File: config.mk
export PLATFORM = sky130hd
export DESIGN_NAME = mem_port_arbiter
export DESIGN_NICKNAME = d
export VERILOG_FILES = /design/src/rtl/mem_port_arbiter.sv
export SDC_FILE = /design/constraint.sdc
export NUM_CORES = 1
export LEC_CHECK = 0
export CORE_AREA = 3 3 107 109
export DETAILED_ROUTE_END_ITERATION = 8
export DIE_AREA = 0 0 110 112
export PLACE_DENSITY_LB_ADDON = 0.08
export SLEW_MARGIN = 20
export SYNTH_ARGS = -nofsm -noshare
export SYNTH_HDL_FRONTEND = slang
export SYNTH_SLANG_ARGS = --single-unit
File: constraint.sdc
create_clock -name clk -period 3.8 [get_ports clk]
set_input_delay 0.38 -clock clk [delete_from_list [all_inputs] [get_ports clk]]
set_output_delay 0.38 -clock clk [all_outputs]
set_load 0.05 [all_outputs]
File: src/rtl/mem_port_arbiter.sv
// Arbitrates the single memory port between fetch (I) and load/store (D).
// One transaction can be outstanding. D has priority, and a streak limit stops it from starving I.
module mem_port_arbiter #(
  parameter int XLEN         = 32,
  parameter int MEM_TYPE_LEN = 3,
  parameter int STREAK_MAX   = 4
) (
  input  logic                    clk,
  input  logic                    reset,
  input  logic                    i_req,
  input  logic [XLEN-1:0]         i_addr,
  output logic                    i_gnt,
  output logic                    i_rvalid,
  output logic [XLEN-1:0]         i_rdata,
  input  logic                    d_req,
  input  logic                    d_we,
  input  logic [MEM_TYPE_LEN-1:0] d_type,
  input  logic [XLEN-1:0]         d_addr,
  input  logic [XLEN-1:0]         d_wdata,
  output logic                    d_gnt,
  output logic                    d_rvalid,
  output logic [XLEN-1:0]         d_rdata,
  output logic                    mem_req,
  output logic                    mem_we,
  output logic [MEM_TYPE_LEN-1:0] mem_type,
  output logic [XLEN-1:0]         mem_addr,
  output logic [XLEN-1:0]         mem_wdata,
  input  logic                    mem_gnt,
  input  logic                    mem_rvalid,
  input  logic [XLEN-1:0]         mem_rdata,
  output logic                    error
);

  typedef enum logic [1:0] {S_IDLE, S_PEND, S_BUSY} state_t;

  localparam logic [3:0]              SMAX      = 4'(STREAK_MAX);
  localparam logic [MEM_TYPE_LEN-1:0] TYPE_WORD = MEM_TYPE_LEN'(2);

  state_t     state_q, state_d;
  logic       owner_q, owner_d;  // 0 = I, 1 = D
  logic [3:0] streak_q, streak_d;
  logic       error_q, error_d;

  logic win, sel, req_w, accept, resp;

  // Outside IDLE the locked owner drives memory, so a late request cannot preempt it.
  assign win    = d_req && !(i_req && streak_q == SMAX);
  assign sel    = (state_q == S_IDLE) ? win : owner_q;
  assign req_w  = !reset && ((state_q == S_IDLE && (i_req || d_req)) || state_q == S_PEND);
  assign accept = req_w && mem_gnt;
  assign resp   = !reset && state_q == S_BUSY && mem_rvalid;

  always_ff @(posedge clk) begin
    if (reset) begin
      state_q  <= S_IDLE;
      owner_q  <= 1'b0;
      streak_q <= '0;
      error_q  <= 1'b0;
    end else begin
      state_q  <= state_d;
      owner_q  <= owner_d;
      streak_q <= streak_d;
      error_q  <= error_d;
    end
  end

  always_comb begin
    state_d  = state_q;
    owner_d  = owner_q;
    streak_d = streak_q;
    case (state_q)
      S_IDLE: if (req_w) begin
        owner_d = sel;
        state_d = mem_gnt ? S_BUSY : S_PEND;
      end
      S_PEND: if (mem_gnt) state_d = S_BUSY;
      S_BUSY: if (mem_rvalid) state_d = S_IDLE;
      default: state_d = S_IDLE;
    endcase
    if (accept) begin
      if (sel && i_req) streak_d = (streak_q == SMAX) ? SMAX : streak_q + 4'd1;
      else              streak_d = '0;
    end
    error_d = error_q || (mem_rvalid && state_q != S_BUSY) || (mem_gnt && !req_w);
  end

  always_comb begin
    mem_req   = req_w;
    mem_we    = 1'b0;
    mem_type  = TYPE_WORD;
    mem_addr  = i_addr;
    mem_wdata = '0;
    if (sel) begin
      mem_we    = d_we;
      mem_type  = d_type;
      mem_addr  = d_addr;
      mem_wdata = d_wdata;
    end
    i_gnt    = accept && !sel;
    d_gnt    = accept && sel;
    i_rvalid = resp && !owner_q;
    d_rvalid = resp && owner_q;
    i_rdata  = mem_rdata;
    d_rdata  = mem_rdata;
    error    = error_q;
  end

endmodule

---- Word-level counts from Yosys, hierarchy flattened ----
Cells that the tools add are included.
W data, S select, Z words.
word-level totals
  register bits ........................... 8
  bits in latches ......................... 0
  memory bits (writable) .................. 0
  ROM bits ................................ 0
  bits of input ports ..................... 138
  output and inout bits ................... 138
  memories ................................ 0
cells by class
  add/subtract/negate cells ............... 1
  multiply operators ...................... 0
  divide/modulo/power cells ............... 0
  order comparisons ....................... 0
  equal/unequal tests ..................... 7
  shifts and indexed selects .............. 0
  muxes and demuxes ....................... 12
  bitwise gates (word level) .............. 0
  reduce and logical (&&, ||, !) cells .... 26
operators with widths
  cell                   number
  $mux W32               2
  $logic_and A1 B1 Y1    14
  $mux W2                4
  $mux W4                2
  $ne A2 B2 Y1 const B   4
  $pmux W2 S3            1
  $logic_not A1 Y1       5
  $add A4 B1 Y4 const B  1
  $eq A4 B3 Y1 const B   1
  $logic_or A1 B1 Y1     4
  $mux W3                1
  $reduce_and A3 Y1      1
  $eq A2 B1 Y1 const B   1
  $eq A2 B2 Y1 const B   1
  $logic_not A2 Y1       1
  $mux W1                2
  $reduce_and A2 Y1      1

---- Longest topological paths before layout ----
Gate-level depths: netlist (run 1).
  depth in word-level cells ............... 7
  gate-level depth with buffers ........... 8
  depth with buffers taken out ............ 6

---- Worst setup path after synthesis (run 1) ----
OpenSTA, ideal clock, no wires.
  path type ............................... input -> output
  from .................................... input reset
  to ...................................... output d_rvalid
  arrival time ............................ 2.247 ns
  required time ........................... 3.420 ns
  slack ................................... 1.173 ns
  stages .................................. 2
  path buffers ............................ 1
  path through ............................ clkbuf_1 > nor4b_1
on the way
  longest elaborated chain between the ends .. 4
RTL lines
  what                              line  source
  start, declared                   9     input logic reset,
  $logic_not A1 Y1                  51    assign resp = !reset && state_q == S_BUSY && mem_rvalid;
  $logic_and A1 B1 Y1 (2 in a row)  51
  $logic_and A1 B1 Y1               102   d_rvalid = resp && owner_q;
  end, declared                     21    output logic d_rvalid,
Every way passes these cells.

---- Worst setup path in the final report (run 1) ----
  from .................................... input i_req
  to ...................................... output mem_addr[11]
on the way
  longest elaborated chain between the ends .. 5
RTL lines
  what                 line  source
  start, declared      10    input logic i_req,
  $logic_and A1 B1 Y1  47    assign win = d_req && !(i_req && streak_q == SMAX);
  $logic_not A1 Y1     47
  $logic_and A1 B1 Y1  47
  $mux W1              48    assign sel = (state_q == S_IDLE) ? win : owner_q;
  $mux W32             93    if (sel) begin
  end, declared        26    output logic [XLEN-1:0] mem_addr,
Every way passes these cells.

==> results.txt, run 1 <==
Crit-path cells: clkdlybuf4s50_1, nand4b_1, a31o_4, buf_12, mux2_2, clkdlybuf4s50_1
Post-synth top flop: dfxtp_1
Slowest stage cell on the critical path: clkdlybuf4s50_1
Post-CTS Setup Bufs: 0
1st-pass router iterations: 4
Core Rows: 38
Worst-Skew Late Latency: 0.22 ns
Number of synthesis warnings: 0
Worst Tran Pin Value: 0.566 ns
Relative slew slack: 62.1%
Core area: 10700 sq um
Overall Power: 0.841 mW
Final Util: 29.7%
Largest cells by area after synthesis: buf_4 29%, mux2_4 16%, and2_1 14%
CTS Buf Count: 3
Final setup violation count: 0
WS Path Type: primary input to primary output
Slowest stage delay, CP: 0.70 ns
Number of nets with antenna violations after routing: 0
Initial Utilization: 15.6%
IO buf count: 179
Fin area: 3180 sq um
Hold WC Path Type: flop to flop
Via count: 1693
Total gr overflow: 0
CTS Hold Bufs: 0
Lkg Pwr: 1.21 nW
MaxCap Viol Count: 0
Total Nets Final: 451
Clock sinks: 8
R2R cell count: 7
Tot GR Track Use: 10.0%
Final hold violation count: 0
Final Cycle Share: 85.6%
H-tree depth: 1
Max frequency: 307 MHz
Setup TNS: 0 ns
Cell Count, Final, Fillers Out: 449
Pwr Density: 265 nW/um^2
Reg2Reg Setup Slack: 1.92 ns
Share of cells above drive strength 1: 13.6%
Worst VDD drop: 0.000105 V
RR Startpoint: streak_q[0]$_SDFFE_PP0N_
EDFF count, synth: 0
Routed wire length: 6.85 mm
Final HPWL from detailed placement: 5.92 mm
Status: finished clean
Die area: 12300 sq um
CP endpoint kind: primary output
Initial antenna violation count: 0
Synth top cells by count: 64 x buf_4, 36 x and2_1, 18 x mux2_4
Reg clk slew, reported paths: 0.04 ns
Crit path arrival time: 2.87 ns
Distinct cells, synth: 31
Average cell area after synthesis: 8.45 sq um
PostCTS Resize Cnt: 0
Final Skew: 0.00106 ns
Placed Area: 3130 sq um
Mapped Cells: 197
RR Endpoint: streak_q[2]$_SDFFE_PP0N_
Critical Path Sink: mem_addr[11]
Largest net degree at the start of global routing: 41
Via density: 3.77
Max FO, Critical Path: 40
Diodes inserted: 0
DR WL/cell: 15.3 um
CP Launch Type: primary input
Minimum clock period: 3.25 ns
Die Height: 112 um
Root Buffer: clkbuf_8
Die Wd: 110 um
First-pass GRT wire length: 9.45 mm
Setup crit start: i_req
Post-synth top area cell: buf_4
Sequential area share after synthesis: 9.62%
Initial DRC count: 41
Vias in the first global route: 1622
RSZ-0062 raised after global routing: no
Fin. max-slew vios: 0
Synth Cell Area: 1670 sq um
Layout area overhead: 90.7%
Cells after DPL: 446
Fillers: 1165
Number of synthesized register bits: 8
DRC viols: 0
Most common cell on crit path: clkdlybuf4s50_1
Syn nets: 337
CTS tree: built
Most frequent cell after synthesis: buf_4
Yosys top cell area share: 28.9%
IO Count: 276
Final Wtd Congestion: 0.711
Clock Path Buffers: 2
FFs w/ async S/R, synth: 0%
Req. time, crit path: 3.42 ns
## critical path, delay by kind of cell
family,cells,cell delay (ns)
buffers and inverters,3,1.46
AO/OA/AOI/OAI,1,0.44
multiplexers,1,0.35
AND/OR/NAND/NOR,1,0.21
## state kept, by name, indices dropped and copies added, names as in the netlist
signal / cells
error: 1
owner_q: 1
state_q: 2
streak_q: 4
## through the flow
step | hold WS, ns | setup WS [ns]
finish | 0.478 | 0.545
global placement | 0.483 | 0.556
detailed placement | 0.474 | 0.518
floorplan | 0.459 | 1.17
global route | 0.508 | 0.372
CTS | 0.485 | 0.499
## layout by cell type (no fill, tap or decap), drive strengths merged, types with 2 or more instances in the layout
master / netlist / final
nand2b: 4 / 4
inv: 6 / 6
and2: 36 / 36
buf: 69 / 4
dfxtp: 8 / 8
nand4: 3 / 3
nor4: 2 / 2
mux2: 33 / 33
o21ai: 2 / 2
o31ai: 3 / 3
nor2: 7 / 7
nand3: 3 / 3
clkbuf: 5 / 3
clkdlybuf4s50: 0 / 179
ha: 2 / 2
## routing by layer
metal	part of all wire (%)	track usage (%)	vias to the layer above
met3	16	4.35	23
met4	1.9	2.33	0
met1	32	10.2	734
met2	51	18.5	114
li1	-	-	822
met5	0	0	-
## final cells by class
cell class	instances	area [sq um]	share of cell area, %
Clock buffer	3	41.3	1.30
Inverter	6	22.5	0.709
Multi-Input combinational cell	109	942	29.7
Sequential cell	8	160	5.04
Tap cell	140	175	5.52
Timing Repair Buffer	183	1830	57.8
## report_power, final
group | total (mW) | switching, mW | internal [mW]
clock network | 0.100 | 0.0320 | 0.0685
registers | 0.0931 | 0.00469 | 0.0884
logic | 0.648 | 0.359 | 0.289
total | 0.841 | 0.395 | 0.446
## worst min path at each step
| stage | endpoint | cells after the start | startpoint | slack (ns) |
|---|---|---|---|---|
| 6_report | error$_SDFF_PP0_ | 2 | error$_SDFF_PP0_ | 0.48 |
| 3_3_place_gp | error$_SDFF_PP0_ | 2 | error$_SDFF_PP0_ | 0.48 |
| 5_1_grt | error$_SDFF_PP0_ | 2 | error$_SDFF_PP0_ | 0.51 |
| 2_1_floorplan | state_q[0]$_SDFFE_PP0P_ | 1 | mem_gnt | 0.46 |
| 3_5_place_dp | error$_SDFF_PP0_ | 2 | error$_SDFF_PP0_ | 0.47 |
| 4_1_cts | error$_SDFF_PP0_ | 2 | error$_SDFF_PP0_ | 0.49 |
## kinds of logic (layout without fill, tap and decap cells)
logic type      after synthesis  after routing  synth area share, %
compound gates               14             14                 6.31
fa+ha+maj                     2              2                 1.50
buf+inv                      80            192                 34.3
flops                         8              8                 9.62
mux                          34             34                 27.0
simple gates                 59             59                 21.3
(Power assumes the default switching activity.)
==> inputs of run 2 (changes only) <==
--- a/config.mk
+++ b/config.mk
@@ -13,3 +13,4 @@
 export SYNTH_ARGS = -nofsm -noshare
 export SYNTH_HDL_FRONTEND = slang
 export SYNTH_SLANG_ARGS = --single-unit
+export TNS_END_PERCENT = 100
==> results of run 2 <==
Final layout, timing and power as in run 1 (identical DEF).
